File: config.mk
export PLATFORM = sky130hd
export DESIGN_NAME = imm_encode
export DESIGN_NICKNAME = d
export VERILOG_FILES = /design/src/rtl/imm_encode_pkg.sv /design/src/rtl/imm_field_pack.sv /design/src/rtl/imm_encode.sv
export SDC_FILE = /design/constraint.sdc
export NUM_CORES = 1
export LEC_CHECK = 0
export ABC_AREA = 1
export CAP_MARGIN = 20
export CORE_UTILIZATION = 43
export CTS_BUF_LIST = sky130_fd_sc_hd__clkbuf_8
export DETAILED_ROUTE_END_ITERATION = 16
export PLACE_DENSITY = 0.82
export SLEW_MARGIN = 20
export SYNTH_ARGS = -nofsm -noshare
export SYNTH_HDL_FRONTEND = slang
export SYNTH_HIERARCHICAL = 1
export SYNTH_SLANG_ARGS = --single-unit
File: constraint.sdc
create_clock -name clk -period 1.4 [get_ports clk]
set_input_delay 0.35 -clock clk [delete_from_list [all_inputs] [get_ports clk]]
set_output_delay 0.35 -clock clk [all_outputs]
set_load 0.01 [all_outputs]
File: src/rtl/imm_encode_pkg.sv
// Shared immediate-format codes, field MSB positions and the sign-extension test
// used by the immediate extender and the encoder.
package imm_encode_pkg;

    typedef enum logic [2:0] {
        IMM_I = 3'b000,
        IMM_S = 3'b001,
        IMM_B = 3'b010,
        IMM_J = 3'b011,
        IMM_U = 3'b100
    } immsrc_e;

    typedef enum logic {
        ST_EMPTY = 1'b0,
        ST_FULL  = 1'b1
    } enc_state_e;

    localparam int I_MSB = 11;
    localparam int B_MSB = 12;
    localparam int J_MSB = 20;
    localparam int U_MSB = 19;

    // True when every bit above msb is a copy of bit msb.
    function automatic logic sext_ok(input logic [31:0] imm, input int msb);
        logic signed [31:0] t;
        t = $signed(imm) >>> msb;
        return (t == '0) || (t == '1);
    endfunction

endpackage

File: src/rtl/imm_field_pack.sv
// Combinational immediate packer: scatters imm into the format's instruction
// fields and flags range, alignment or format errors.
module imm_field_pack
    import imm_encode_pkg::*;
(
    input  logic [31:0] base,
    input  logic [31:0] imm,
    input  logic [2:0]  immsrc,
    output logic [31:0] instr,
    output logic        err
);

    always_comb begin
        instr = base;
        err   = 1'b0;
        case (immsrc)
            IMM_I: begin
                instr[31:20] = imm[11:0];
                err          = !sext_ok(imm, I_MSB);
            end
            IMM_S: begin
                instr[31:25] = imm[11:5];
                instr[11:7]  = imm[4:0];
                err          = !sext_ok(imm, I_MSB);
            end
            IMM_B: begin
                instr[31]    = imm[12];
                instr[7]     = imm[11];
                instr[30:25] = imm[10:5];
                instr[11:8]  = imm[4:1];
                err          = !sext_ok(imm, B_MSB) || imm[0];
            end
            IMM_J: begin
                instr[31]    = imm[20];
                instr[19:12] = imm[19:12];
                instr[20]    = imm[11];
                instr[30:21] = imm[10:1];
                err          = !sext_ok(imm, J_MSB) || imm[0];
            end
            IMM_U: begin
                instr[31:12] = imm[19:0];
                err          = !sext_ok(imm, U_MSB);
            end
            // Illegal format: base passes through untouched.
            default: err = 1'b1;
        endcase
    end

endmodule

File: src/rtl/imm_encode.sv
// Immediate encoder with a single-entry output register and saturating
// delivered/error word counters.
//
// state    | meaning
// ST_EMPTY | no word held, out_valid=0, input always accepted
// ST_FULL  | word held in out_instr/out_err, out_valid=1
module imm_encode
    import imm_encode_pkg::*;
#(
    parameter int CNT_W = 16
) (
    input  logic             clk,
    input  logic             reset_n,
    input  logic             in_valid,
    output logic             in_ready,
    input  logic [31:0]      in_base,
    input  logic [31:0]      in_imm,
    input  logic [2:0]       in_immsrc,
    output logic             out_valid,
    input  logic             out_ready,
    output logic [31:0]      out_instr,
    output logic             out_err,
    output logic [CNT_W-1:0] enc_count,
    output logic [CNT_W-1:0] err_count
);

    enc_state_e  state;
    logic [31:0] pack_instr;
    logic        pack_err;
    logic        in_xfer;
    logic        out_xfer;

    imm_field_pack u_pack (
        .base   (in_base),
        .imm    (in_imm),
        .immsrc (in_immsrc),
        .instr  (pack_instr),
        .err    (pack_err)
    );

    assign out_valid = (state == ST_FULL);
    assign in_ready  = (state == ST_EMPTY) || out_ready;
    assign in_xfer   = in_valid && in_ready;
    assign out_xfer  = out_valid && out_ready;

    always_ff @(posedge clk or negedge reset_n) begin
        if (!reset_n) begin
            state     <= ST_EMPTY;
            out_instr <= '0;
            out_err   <= 1'b0;
            enc_count <= '0;
            err_count <= '0;
        end else begin
            if (in_xfer) begin
                state     <= ST_FULL;
                out_instr <= pack_instr;
                out_err   <= pack_err;
            end else if (out_xfer) begin
                state <= ST_EMPTY;
            end
            if (out_xfer) begin
                if (enc_count != '1)
                    enc_count <= enc_count + CNT_W'(1);
                if (out_err && (err_count != '1))
                    err_count <= err_count + CNT_W'(1);
            end
        end
    end

endmodule

==> impl_metrics.json <==
{
  "synth_top_area_share": 0.400,
  "insertion_delay_ns": 0.34,
  "syn_area_per_cell_um2": 7.47,
  "n_antenna_cell": 0,
  "grt_first_pass_wirelength_um": 22600,
  "drive_gt1_frac": 0.330,
  "hold_slack_ns": 0.505,
  "maxSlewHeadroom": 0.713,
  "fill_cells": 704,
  "synth.net_count": 625,
  "worstSetupPathType": "reg -> reg",
  "viasPerCell": 5.27,
  "max_freq_mhz": 658,
  "cellLeakagePower_nw": 3.41,
  "clockBufferDepth": 2,
  "ys_seq_elements": 66,
  "grt_max_degree": 47,
  "clk_pin_slew_ns": 0.08,
  "synth_warnings": 6,
  "finClkSkew_ns": 0.0111,
  "crit_chain": "buf_4 > nand2_2 > nor2_1 > nand2_1 > nor2_4 > nor2_4 > buf_6 > inv_8 > nand2_2 > nand2_1",
  "finalSetupViolations": 28,
  "design_area_um2": 6950,
  "crit_path_end_kind": "flip-flop",
  "yosys.area.top_type": "dfrtp_1",
  "final_hold_viol_count": 0,
  "io_pins": 138,
  "die_h_um": 99.9,
  "wl_um": 15000,
  "wl_per_cell_um": 16.3,
  "min_period_over_period": 1.09,
  "gp_congestion": 0.952,
  "die_w_um": 99.9,
  "die_area_um2": 9990,
  "antenna_found_initial": 0,
  "cap_violations": 0,
  "worstHoldPathType": "in -> async",
  "outcome": "finished with violations",
  "worst-endpoint-arrival_ns": 1.74,
  "htree_levels": 3,
  "worstMarginPinSlew_ns": 0.430,
  "drcViolationCount": 0,
  "grt_overflow": 0,
  "cts_root_buf": "clkbuf_8",
  "io_buffer_count": 137,
  "num-nets-final": 860,
  "cp_slowest_cell": "dfrtp_2",
  "worst_slack_ns": -0.120,
  "met3_length_um": 917,
  "grt_pass1_vias": 4817,
  "cp-start-kind": "flip-flop",
  "clock_sinks": 66,
  "vias": 4851,
  "dr.pass1.iters": 5,
  "dp_cells": 866,
  "synth_area_leaders": "dfrtp_1 (40%), nand2_1 (18%), mux2_2 (8.7%)",
  "wl_met1_um": 5550,
  "routed.top_layer": "met4",
  "wl_met2_um": 7940,
  "final_cells": 921,
  "power_density_nw_per_um2": 1040,
  "violations": "negative setup slack",
  "cts_tree": "built",
  "report.final.slew_viol_count": 0,
  "required_ns": 1.62,
  "rows": 35,
  "synth_cells": 552,
  "synth_area_um2": 4130,
  "path_max_fanout": 7,
  "area_delta_synth_final_pct": 68.5,
  "coreArea_um2": 9280,
  "detail-route-antenna-nets": 0,
  "numCtsBuffers": 9,
  "ir_drop_mv": 0.577,
  "drtIter0Drc": 370,
  "multi_input_area_um2": 2470,
  "postPlaceCellArea_um2": 6070,
  "tns_ns": -1.86,
  "max_stage_delay_ns": 0.42,
  "post-dp-hpwl_um": 9980,
  "grt_util_all_layers": 0.293,
  "seqCellArea_um2": 1660,
  "period_needed_ns": 1.52,
  "rsz0062_at_grt": "true",
  "seq_area_frac_synth": 0.400,
  "start_util": 0.444,
  "synth_cell_types": 27
}
[critical path, delay by kind of cell (launching register included)]
kind / cells / cell delay (ns)
buffers and inverters: 3 / 0.37
DFF: 1 / 0.42
and+or+nand+nor: 7 / 0.61
[routing by layer]
layer  up-vias  global-route usage
met5         -                   0
met4         0               0.139
li1       2227                   -
met1      2303               0.330
met3        60              0.0529
met2       261               0.533
[power by group]
group | switching [mW] | internal, mW
sequential | 0.221 | 2.24
clock | 0.758 | 1.23
combinational | 1.35 | 1.40
[metrics by stage]
stage               worst slack [ns]  power, mW   util
finish                        -0.120       7.20  0.749
global route                  -0.210       7.56  0.749
CTS                          -0.0780       7.06  0.725
detailed placement            -0.559       4.89  0.654
global placement              -0.491       4.79  0.654
floorplan                    -0.0252       3.51      -
[cell families (layout without fill, tap and decap cells)]
family / count (synthesis) / count (layout) / synth area share
AND/OR/NAND/NOR: 331 / 334 / 0.344
buffers and inverters: 78 / 315 / 0.0880
flip-flops: 66 / 66 / 0.400
multiplexers: 32 / 32 / 0.0874
AO/OA/AOI/OAI: 31 / 31 / 0.0485
XOR/XNOR: 12 / 12 / 0.0255
adder cells (fa/ha/maj): 2 / 2 / 0.00607
[area by class of cell]
cell class / instances / area share
Timing Repair Buffer: 238 / 0.311
Tap cell: 129 / 0.0232
Sequential cell: 66 / 0.239
Clock inverter: 6 / 0.0164
Inverter: 61 / 0.0347
Clock buffer: 10 / 0.0198
Multi-Input combinational cell: 411 / 0.356
[synthesized netlist by cell type]
library cell	instances
xnor2_1	3
nand4_1	9
o221ai_1	6
nand2_1	195
nand3_1	40
nand2_4	1
o21ai_0	8
nand2_2	11
buf_4	8
nand3_2	2
o22ai_1	2
buf_6	3
dfrtp_1	66
inv_2	5
nor2_4	5
nor3_1	4
mux2_2	32
o211ai_1	6
nor2_2	6
a22oi_1	2
nor2_1	58
ha_1	2
buf_2	5
xor2_1	9
inv_1	56
buf_8	1
a21oi_1	7
[registers in the layout (all words and copies together) (netlist names)]
name and flops:
out_err 1, enc_count 16, err_count 16, out_valid 1
out_instr 32
[path summary, 6_finish.rpt]
check,startpoint,to,slack (ns),depth (start not counted)
worst max-delay path,enc_count[9],enc_count[5],-0.12,10
worst min register to register,out_instr[27],out_instr[27],0.51,1
max in group asynchronous,reset_n,enc_count[0],0.58,3
min in group clk,out_instr[27],out_instr[27],0.51,1
worst min-delay path,reset_n,err_count[7],0.51,3
worst max register to register,enc_count[9],enc_count[5],-0.12,10
[repair_timing]
action / in CTS / in global routing
buffers inserted: 33 / 6
resized for setup: 170 / 95
cloned: 6 / 2
hold buffers: 1 / 0
endpoints found under the hold margin: 20 / 0
setup endpoints to repair: 130 / 77
pin swaps: 34 / 13
[placed cells by master, fill, tap and decap left out, drive strengths merged]
| cell type | n |
|---|---|
| dfrtp | 66 |
| dlymetal6s2s | 2 |
| clkdlybuf4s50 | 44 |
| mux2 | 32 |
| dlygate4sd2 | 48 |
| xnor2 | 3 |
| clkinv | 2 |
| nor3 | 4 |
| o211ai | 6 |
| o221ai | 6 |
| nand4 | 9 |
| dlygate4sd3 | 1 |
| clkdlybuf4s15 | 30 |
| bufinv | 3 |
| ha | 2 |
| clkbuf | 17 |
| inv | 60 |
| xor2 | 9 |
| nand2 | 207 |
| nor2 | 72 |
| o21ai | 8 |
| a22oi | 2 |
| clkinvlp | 2 |
| buf | 106 |
| nand3 | 42 |
| o22ai | 2 |
| a21oi | 7 |
Power figures use the tool's default switching activity.
